`src/rtl/uart_tx_if.sv`:
```
// rtl/uart_tx_if.sv - host handshake and serial line bundle for the UART transmitter
interface uart_tx_if;
    logic       send;
    logic [7:0] data_to_send;
    logic       ready;
    logic       outgoing_bit;
    logic       is_transmitting;
    logic       done;

    modport master (
        output send,
        output data_to_send,
        input  ready,
        input  outgoing_bit,
        input  is_transmitting,
        input  done
    );

    modport slave (
        input  send,
        input  data_to_send,
        output ready,
        output outgoing_bit,
        output is_transmitting,
        output done
    );
endinterface

```
`src/rtl/uart_tx.sv`:
```
// rtl/uart_tx.sv - 8N1 LSB-first UART transmitter with a one-byte holding register
module uart_tx #(
    parameter int CLOCKS_PER_BIT = 87
) (
    input  logic      clock,
    input  logic      reset,
    uart_tx_if.slave  bus
);
    localparam int CNT_W = $clog2(CLOCKS_PER_BIT);
    localparam logic [CNT_W-1:0] LAST_COUNT = CNT_W'(CLOCKS_PER_BIT - 1);

    typedef enum logic [1:0] {
        IDLE      = 2'd0,
        START_BIT = 2'd1,
        DATA_BITS = 2'd2,
        STOP_BIT  = 2'd3
    } state_t;

    state_t           state, state_next;
    logic [CNT_W-1:0] counter, counter_next;
    logic [2:0]       index, index_next, index_inc;
    logic [7:0]       shift, shift_next;
    logic [7:0]       holding;
    logic             holding_full;
    logic             line, line_next;
    logic             load;
    logic             accept;
    logic             bit_end;

    assign bit_end   = (counter == LAST_COUNT);
    assign accept    = bus.send && !holding_full;
    assign index_inc = index + 3'd1;

    always_ff @(posedge clock) begin
        if (reset) begin
            state        <= IDLE;
            counter      <= '0;
            index        <= 3'd0;
            shift        <= 8'h00;
            holding      <= 8'h00;
            holding_full <= 1'b0;
            line         <= 1'b1;
        end else begin
            state   <= state_next;
            counter <= counter_next;
            index   <= index_next;
            shift   <= shift_next;
            line    <= line_next;
            // accept and load are mutually exclusive: one needs holding empty, the other full
            if (accept) begin
                holding      <= bus.data_to_send;
                holding_full <= 1'b1;
            end else if (load) begin
                holding_full <= 1'b0;
            end
        end
    end

    always_comb begin
        state_next   = state;
        counter_next = counter + 1'b1;
        index_next   = index;
        shift_next   = shift;
        line_next    = line;
        load         = 1'b0;
        case (state)
            IDLE: begin
                counter_next = '0;
                line_next    = 1'b1;
                if (holding_full) begin
                    load       = 1'b1;
                    shift_next = holding;
                    line_next  = 1'b0;
                    state_next = START_BIT;
                end
            end
            START_BIT: begin
                if (bit_end) begin
                    counter_next = '0;
                    index_next   = 3'd0;
                    line_next    = shift[0];
                    state_next   = DATA_BITS;
                end
            end
            DATA_BITS: begin
                if (bit_end) begin
                    counter_next = '0;
                    if (index != 3'd7) begin
                        index_next = index_inc;
                        line_next  = shift[index_inc];
                    end else begin
                        line_next  = 1'b1;
                        state_next = STOP_BIT;
                    end
                end
            end
            STOP_BIT: begin
                if (bit_end) begin
                    counter_next = '0;
                    // a queued byte starts its start bit right after this stop bit
                    if (holding_full) begin
                        load       = 1'b1;
                        shift_next = holding;
                        line_next  = 1'b0;
                        state_next = START_BIT;
                    end else begin
                        line_next  = 1'b1;
                        state_next = IDLE;
                    end
                end
            end
            default: begin
                counter_next = '0;
                line_next    = 1'b1;
                state_next   = IDLE;
            end
        endcase
    end

    always_comb begin
        bus.ready           = !holding_full;
        bus.outgoing_bit    = line;
        bus.is_transmitting = (state != IDLE);
        bus.done            = (state == STOP_BIT) && bit_end;
    end
endmodule

```
`src/flat_wrapper.sv`:
```
// flat-port wrapper written by rule: the top's interface ports become plain ports
module uart_tx_flat 
#(
    parameter int CLOCKS_PER_BIT = 87
)
  (clock, reset, bus_send, bus_data_to_send, bus_ready, bus_outgoing_bit, bus_is_transmitting, bus_done);
  uart_tx_if bus_i ();
  input  logic clock;
  input  logic reset;
  input wire logic [$bits(bus_i.send)-1:0] bus_send;
  input wire logic [$bits(bus_i.data_to_send)-1:0] bus_data_to_send;
  output wire logic [$bits(bus_i.ready)-1:0] bus_ready;
  output wire logic [$bits(bus_i.outgoing_bit)-1:0] bus_outgoing_bit;
  output wire logic [$bits(bus_i.is_transmitting)-1:0] bus_is_transmitting;
  output wire logic [$bits(bus_i.done)-1:0] bus_done;
  assign bus_i.send = bus_send;
  assign bus_i.data_to_send = bus_data_to_send;
  assign bus_ready = bus_i.ready;
  assign bus_outgoing_bit = bus_i.outgoing_bit;
  assign bus_is_transmitting = bus_i.is_transmitting;
  assign bus_done = bus_i.done;
  uart_tx #(.CLOCKS_PER_BIT(CLOCKS_PER_BIT)) u_core (.clock(clock), .reset(reset), .bus(bus_i));
endmodule
```
`config.mk`:
```
export PLATFORM = sky130hd
export DESIGN_NAME = uart_tx_flat
export DESIGN_NICKNAME = d
export VERILOG_FILES = /design/src/rtl/uart_tx_if.sv /design/src/rtl/uart_tx.sv /design/src/flat_wrapper.sv
export SDC_FILE = /design/constraint.sdc
export NUM_CORES = 1
export LEC_CHECK = 0
export CORE_ASPECT_RATIO = 0.9
export CORE_MARGIN = 8
export CORE_UTILIZATION = 56
export CTS_BUF_LIST = sky130_fd_sc_hd__clkbuf_8
export CTS_CLUSTER_DIAMETER = 100
export DETAILED_ROUTE_END_ITERATION = 8
export PLACE_DENSITY = 0.79
export SYNTH_ARGS = -nofsm -noshare
export SYNTH_HDL_FRONTEND = slang
export SYNTH_SLANG_ARGS = --single-unit
```
`constraint.sdc`:
```
create_clock -name clock -period 2 [get_ports clock]
set_input_delay 0.4 -clock clock [delete_from_list [all_inputs] [get_ports clock]]
set_output_delay 0.4 -clock clock [all_outputs]
set_load 0.1 [all_outputs]
```
* Word-level counts from Yosys, hierarchy flattened
Index checks and enable logic that the tools add are counted.
W data, S select, Z words.
** Storage, ports and cells
- Memories :: 0
- Output and inout bits :: 4
- Latch bits :: 0
- Flip-flop bits (word level) :: 30
- Word-level logic and storage cells :: 63
- Bits in read-only memories :: 0
- Memory bits (writable) :: 0
** Cells by class
- Add/sub/neg operators :: 2
- Equal/unequal tests :: 11
- Bitwise logic cells :: 0
- Reduce and logical (&&, ||, !) cells :: 13
- Shifts and indexed selects :: 0
- Divide/modulo/power cells :: 0
- Multipliers :: 0
- Magnitude comparators :: 1
- Multiplexer cells :: 29
** Operators by type and width (number)
- $mux W8 :: 2
- $pmux W8 S2 :: 1
- $pmux W7 S2 :: 1
- $mux W1 :: 11
- $mux W2 :: 5
- $ne A2 B1 Y1 const B :: 5
- $mux W3 :: 3
- $pmux W2 S4 :: 1
- $reduce_bool A2 Y1 :: 4
- $add A7 B1 Y7 const B :: 1
- $eq A7 B7 Y1 const B :: 1
- $mux W7 :: 1
- $pmux W3 S2 :: 1
- $reduce_and A5 Y1 :: 1
- $eq A2 B2 Y1 const B :: 2
- $lt A3 B4 Y1 const B :: 1
- $pmux W1 S4 :: 1
- $reduce_and A4 Y1 :: 1
- $add A3 B1 Y3 const B :: 1
- $bmux W1 S3 :: 1
- $ne A3 B3 Y1 const B :: 1
- $reduce_and A3 Y1 :: 1
- $reduce_or A3 Y1 :: 1
- $eq A2 B1 Y1 const B :: 1
- 6 further kinds :: 7

* Depth between registers and ports, before layout
- Depth in word-level cells :: 6
- Gate-level depth with buffers :: 7
- Mapped depth without buffers :: 6

* Worst setup path before layout
No wires, ideal clock.
- Path kind :: flip-flop to flip-flop
- Start point :: register u_core.state[0]
- End point :: register u_core.state[0]
- Setup slack :: 0.048 ns
- Period minus slack after synthesis :: 1.952 ns
- Buffers on the path :: 0
- Library setup time :: 0.136 ns
- Data arrival time :: 1.816 ns
- Stages on the path, launching flop included :: 7
- Cells stage by stage :: dfxtp_1 > inv_1 > ha_1 > inv_1 > nor2_1 > a2111oi_0 > a211oi_1
** On the way
- Word-level cells in the longest chain between the ends :: 3
- Elaborated cells between the ends (all ways) :: 11
- Classes of those cells :: eq/ne: 8; mux: 1; reduce/logical: 2
** Ends and longest elaborated chain
- start, declared :: line uart_tx.sv:19 : state_t state, state_next;
- start signal, assigned :: line uart_tx.sv:44 : state <= state_next;
- $eq A2 B2 Y1, or another cell as far along :: line uart_tx.sv:66 : case (state)
- $ne A2 B1 Y1 (no line) / $ne A2 B2 Y1 (equally long branches)
- $reduce_and A5 Y1 (no line)
Several ways; a longest one is shown, not always the timed one.
A chain may end at the register's enable or synchronous reset.

* Final worst setup path
- Start point :: register u_core.counter[0]
- End point :: output bus_done
** On the way
- Word-level cells in the longest chain between the ends :: 2
** Ends and longest elaborated chain
- start, declared :: line uart_tx.sv:20 : logic [CNT_W-1:0] counter, counter_next;
- start signal, assigned :: line uart_tx.sv:45 : counter <= counter_next;
- $eq A7 B7 Y1 :: line uart_tx.sv:30 : assign bit_end = (counter == LAST_COUNT);
- $logic_and A1 B1 Y1 :: line uart_tx.sv:124 : bus.done = (state == STOP_BIT) && bit_end;
- end, declared :: line flat_wrapper.sv:15 : output wire logic [$bits(bus_i.done)-1:0] bus_done;
No other way between the ends.

==> impl_metrics.xml <==
<?xml version="1.0" encoding="UTF-8"?>
<metrics>
  <group name="layout">
    <metric name="final_area" unit="mm^2">0.00183</metric>
    <metric name="layout_commonest_cell" unit="">sky130_fd_sc_hd__dfxtp_1</metric>
    <metric name="num-nets-final" unit="">193</metric>
    <metric name="antennaDiodeCount" unit="">0</metric>
    <metric name="drive_gt1_frac" unit="">0.126</metric>
    <metric name="area_delta_synth_final" unit="%">23.4</metric>
    <metric name="final_cell_mix" unit="">30 x sky130_fd_sc_hd__dfxtp_1, 21 x sky130_fd_sc_hd__nor2_1, 21 x sky130_fd_sc_hd__mux2i_1</metric>
  </group>
  <group name="timing">
    <metric name="max_freq" unit="MHz">525</metric>
    <metric name="drv_slew" unit="">0</metric>
    <metric name="finalCriticalPeriod" unit="ps">1900</metric>
    <metric name="rsz0062_at_grt" unit="">false</metric>
    <metric name="setup_total_negative_slack" unit="ps">0</metric>
    <metric name="slew_headroom" unit="">0.686</metric>
    <metric name="timing_hold_violations_final" unit="">0</metric>
    <metric name="post-route-period-util" unit="">0.952</metric>
    <metric name="setup_viol" unit="">0</metric>
    <metric name="tightest_slew" unit="ps">470</metric>
    <metric name="finClkSkew" unit="ps">9.27</metric>
  </group>
  <group name="floorplan">
    <metric name="top_level_ports" unit="">15</metric>
    <metric name="floorplan.die_area" unit="mm^2">0.00456</metric>
    <metric name="die-width" unit="um">70.3</metric>
    <metric name="std_cell_rows" unit="">17</metric>
    <metric name="start_util" unit="">0.596</metric>
    <metric name="dieHeight" unit="um">64.8</metric>
    <metric name="design.core.area" unit="mm^2">0.00249</metric>
  </group>
  <group name="clock_network">
    <metric name="master_cell_of_the_clock_root_buffer" unit="">sky130_fd_sc_hd__clkbuf_8</metric>
    <metric name="post_cts.repair.setup_buffers" unit="">0</metric>
    <metric name="cts-hold-fix-buffers" unit="">0</metric>
    <metric name="clk_pin_slew" unit="ps">60</metric>
    <metric name="cts.sink_count" unit="">30</metric>
    <metric name="numCtsBuffers" unit="">5</metric>
    <metric name="h-tree-depth" unit="">2</metric>
    <metric name="ctsResizeCount" unit="">0</metric>
    <metric name="clockBufferDepth" unit="">2</metric>
    <metric name="cts_tree" unit="">yes</metric>
    <metric name="clock_insertion_delay_worst_skew" unit="ps">290</metric>
  </group>
  <group name="outcome">
    <metric name="status" unit="">completed</metric>
  </group>
  <group name="critical_path">
    <metric name="startpoint_types" unit="">flop</metric>
    <metric name="crit-reg2reg-launch" unit="">u_core.state[0]</metric>
    <metric name="critical_path_arrival" unit="ps">1500</metric>
    <metric name="worst_ep_required_time" unit="ps">1600</metric>
    <metric name="worstSetupEndpointType" unit="">output port</metric>
    <metric name="critical_path_peak_fanout" unit="">5</metric>
    <metric name="crit_type" unit="">flop to output port</metric>
    <metric name="timing.critical_path.from" unit="">u_core.counter[0]</metric>
  </group>
  <group name="place">
    <metric name="place_hpwl" unit="mm">2.24</metric>
    <metric name="gpl_congestion" unit="">0.836</metric>
    <metric name="cell_area_reported_after_detailed_placement" unit="mm^2">0.00168</metric>
    <metric name="portBuffers" unit="">14</metric>
  </group>
  <group name="route">
    <metric name="total_iterations_of_the_first_detailed_routing_run" unit="">4</metric>
    <metric name="drt_drc_violations_left" unit="">0</metric>
    <metric name="wire_per_inst" unit="um">15.2</metric>
    <metric name="drt_wl_total" unit="mm">3.07</metric>
    <metric name="dr.first_iter.drc_count" unit="">69</metric>
    <metric name="dr_total_vias" unit="">1149</metric>
    <metric name="viasPerCell" unit="">5.69</metric>
    <metric name="antenna_violating_nets_post_route" unit="">0</metric>
  </group>
  <group name="yosys">
    <metric name="ys_top_cells_by_area" unit="">sky130_fd_sc_hd__dfxtp_1 40%, sky130_fd_sc_hd__mux2i_1 14%, sky130_fd_sc_hd__ha_1 7.6%</metric>
    <metric name="yosys_register_bits" unit="">30</metric>
    <metric name="main_combinational_cell_family_by_area_after_synthesis" unit="">simple AND/OR/NAND/NOR gates</metric>
    <metric name="synth_simple_gate_area_frac" unit="">0.208</metric>
    <metric name="synthArstFlopShare" unit="">0</metric>
    <metric name="ys.warnings.count" unit="">0</metric>
    <metric name="yosysTopAreaCellShare" unit="">0.405</metric>
    <metric name="synth_cell_types" unit="">34</metric>
    <metric name="complex_gate_fraction_of_the_synthesized_area" unit="">0.0809</metric>
    <metric name="yosys_most_used_dff" unit="">sky130_fd_sc_hd__dfxtp_1</metric>
    <metric name="post_synth_inst_count" unit="">154</metric>
    <metric name="synth-xor-area-share" unit="">0.0295</metric>
    <metric name="synth_nets" unit="">174</metric>
    <metric name="synth-adder-area-share" unit="">0.0759</metric>
    <metric name="avgSynthCellArea" unit="um^2">9.64</metric>
    <metric name="synth_area_leader_cell" unit="">sky130_fd_sc_hd__dfxtp_1</metric>
    <metric name="number_of_enable_flip_flop_cells_after_synthesis" unit="">0</metric>
    <metric name="post_synth_mux_area_share" unit="">0.172</metric>
    <metric name="synth_area" unit="mm^2">0.00148</metric>
    <metric name="ys_seq_area_frac" unit="">0.405</metric>
  </group>
  <group name="power_and_ir_drop">
    <metric name="ir_worst_vdd" unit="mV">1.29</metric>
    <metric name="power_leakage" unit="nW">0.713</metric>
    <metric name="cellPowerDensity" unit="mW/mm^2">1260</metric>
  </group>
  <group name="grt">
    <metric name="met1_global_route_usage" unit="">0.158</metric>
    <metric name="pin_count_of_the_biggest_net_entering_global_routing" unit="">12</metric>
    <metric name="grt_antenna_before_repair" unit="">0</metric>
    <metric name="globalRouteMet3Util" unit="">0.0654</metric>
    <metric name="vias_in_the_first_global_route" unit="">1149</metric>
    <metric name="grt-busiest-layer" unit="">met2</metric>
    <metric name="grt_use_met2" unit="">0.227</metric>
    <metric name="grtUsageTotal" unit="">0.143</metric>
    <metric name="grt_overflow_total" unit="">0</metric>
    <metric name="grt_pass1_wl" unit="mm">5.22</metric>
  </group>
  <group name="worst_hold_path">
    <metric name="holdCritStartpoint" unit="">u_core.shift[2]</metric>
    <metric name="worst_hold_path_type" unit="">flop to flop</metric>
  </group>
  <group name="flow_run">
    <metric name="cap_violations" unit="">0</metric>
  </group>
</metrics>
[cell usage after synthesis (2+ instances only)]
| cell type | count |
|---|---|
| sky130_fd_sc_hd__and2_1 | 3 |
| sky130_fd_sc_hd__a41oi_1 | 2 |
| sky130_fd_sc_hd__nor3_1 | 2 |
| sky130_fd_sc_hd__ha_1 | 9 |
| sky130_fd_sc_hd__nor2_1 | 21 |
| sky130_fd_sc_hd__nor2b_1 | 3 |
| sky130_fd_sc_hd__mux4_2 | 2 |
| sky130_fd_sc_hd__dfxtp_1 | 30 |
| sky130_fd_sc_hd__xnor2_1 | 3 |
| sky130_fd_sc_hd__clkbuf_1 | 4 |
| sky130_fd_sc_hd__mux2i_1 | 21 |
| sky130_fd_sc_hd__nand2_1 | 14 |
| sky130_fd_sc_hd__xor2_1 | 2 |
| sky130_fd_sc_hd__nand3_1 | 3 |
| sky130_fd_sc_hd__and3_1 | 2 |
| sky130_fd_sc_hd__inv_1 | 6 |
| sky130_fd_sc_hd__nand2b_1 | 10 |
[kinds of logic after synthesis]
family | after synthesis
AOI/OAI and AO/OA | 14
xor gates and xnor gates | 5
adders and majority gates | 9
buffers and inverters | 11
DFF | 30
muxes | 23
and+or+nand+nor | 62
[worst paths after layout]
check,end,slack [ps],cells after the start
min,u_core.shift[2],460,2
max,bus_done,100,6
max reg2reg,u_core.index[1],160,6
min reg2reg,u_core.shift[2],460,2
[worst max-delay path, cell delays in order (launching register included)]
cell                      delay, ps
sky130_fd_sc_hd__dfxtp_1        340
sky130_fd_sc_hd__inv_1          110
sky130_fd_sc_hd__ha_4           170
sky130_fd_sc_hd__nand2_1        110
sky130_fd_sc_hd__nor2_1         130
sky130_fd_sc_hd__and2_1         180
sky130_fd_sc_hd__buf_12         180
[report_power, final]
| part | total (mW) | leakage [nW] | switching (mW) | internal, mW |
|---|---|---|---|---|
| Clock | 0.766 | 0.0714 | 0.235 | 0.531 |
| Combinational | 0.827 | 0.397 | 0.511 | 0.316 |
| Sequential | 0.721 | 0.244 | 0.0569 | 0.665 |
[stage by stage]
stage               cells  setup WS (ps)  utilization  power (mW)  hold slack (ps)
floorplan             154           47.6            -        1.33              426
global placement      194            317        0.674        1.51              439
detailed placement    194            230        0.674        1.54              451
CTS                   202           41.7        0.731        2.31              460
global route          202           5.56        0.736        2.42              471
finish                202           96.2        0.736        2.31              457
[layout make-up]
type	count	area, um^2
Multi-Input combinational cell	113	853
Fill cell	194	657
Sequential cell	30	601
Timing Repair Buffer	17	178
Clock buffer	6	82.6
Clock inverter	2	60.1
Tap cell	28	35.0
Inverter	6	22.5
[layer usage]
layer	vias to the layer above	wire, um
li1	566	-
met1	538	1400
met2	33	1390
met3	12	191
met4	0	91
met5	-	0
[flip-flops by register name, indices dropped and copies added (netlist names)]
name / flops
u_core.bus.outgoing_bit: 1
u_core.counter: 7
u_core.holding: 8
u_core.holding_full: 1
u_core.index: 3
u_core.shift: 8
u_core.state: 2
No activity file was read; power rests on OpenSTA's default activity.
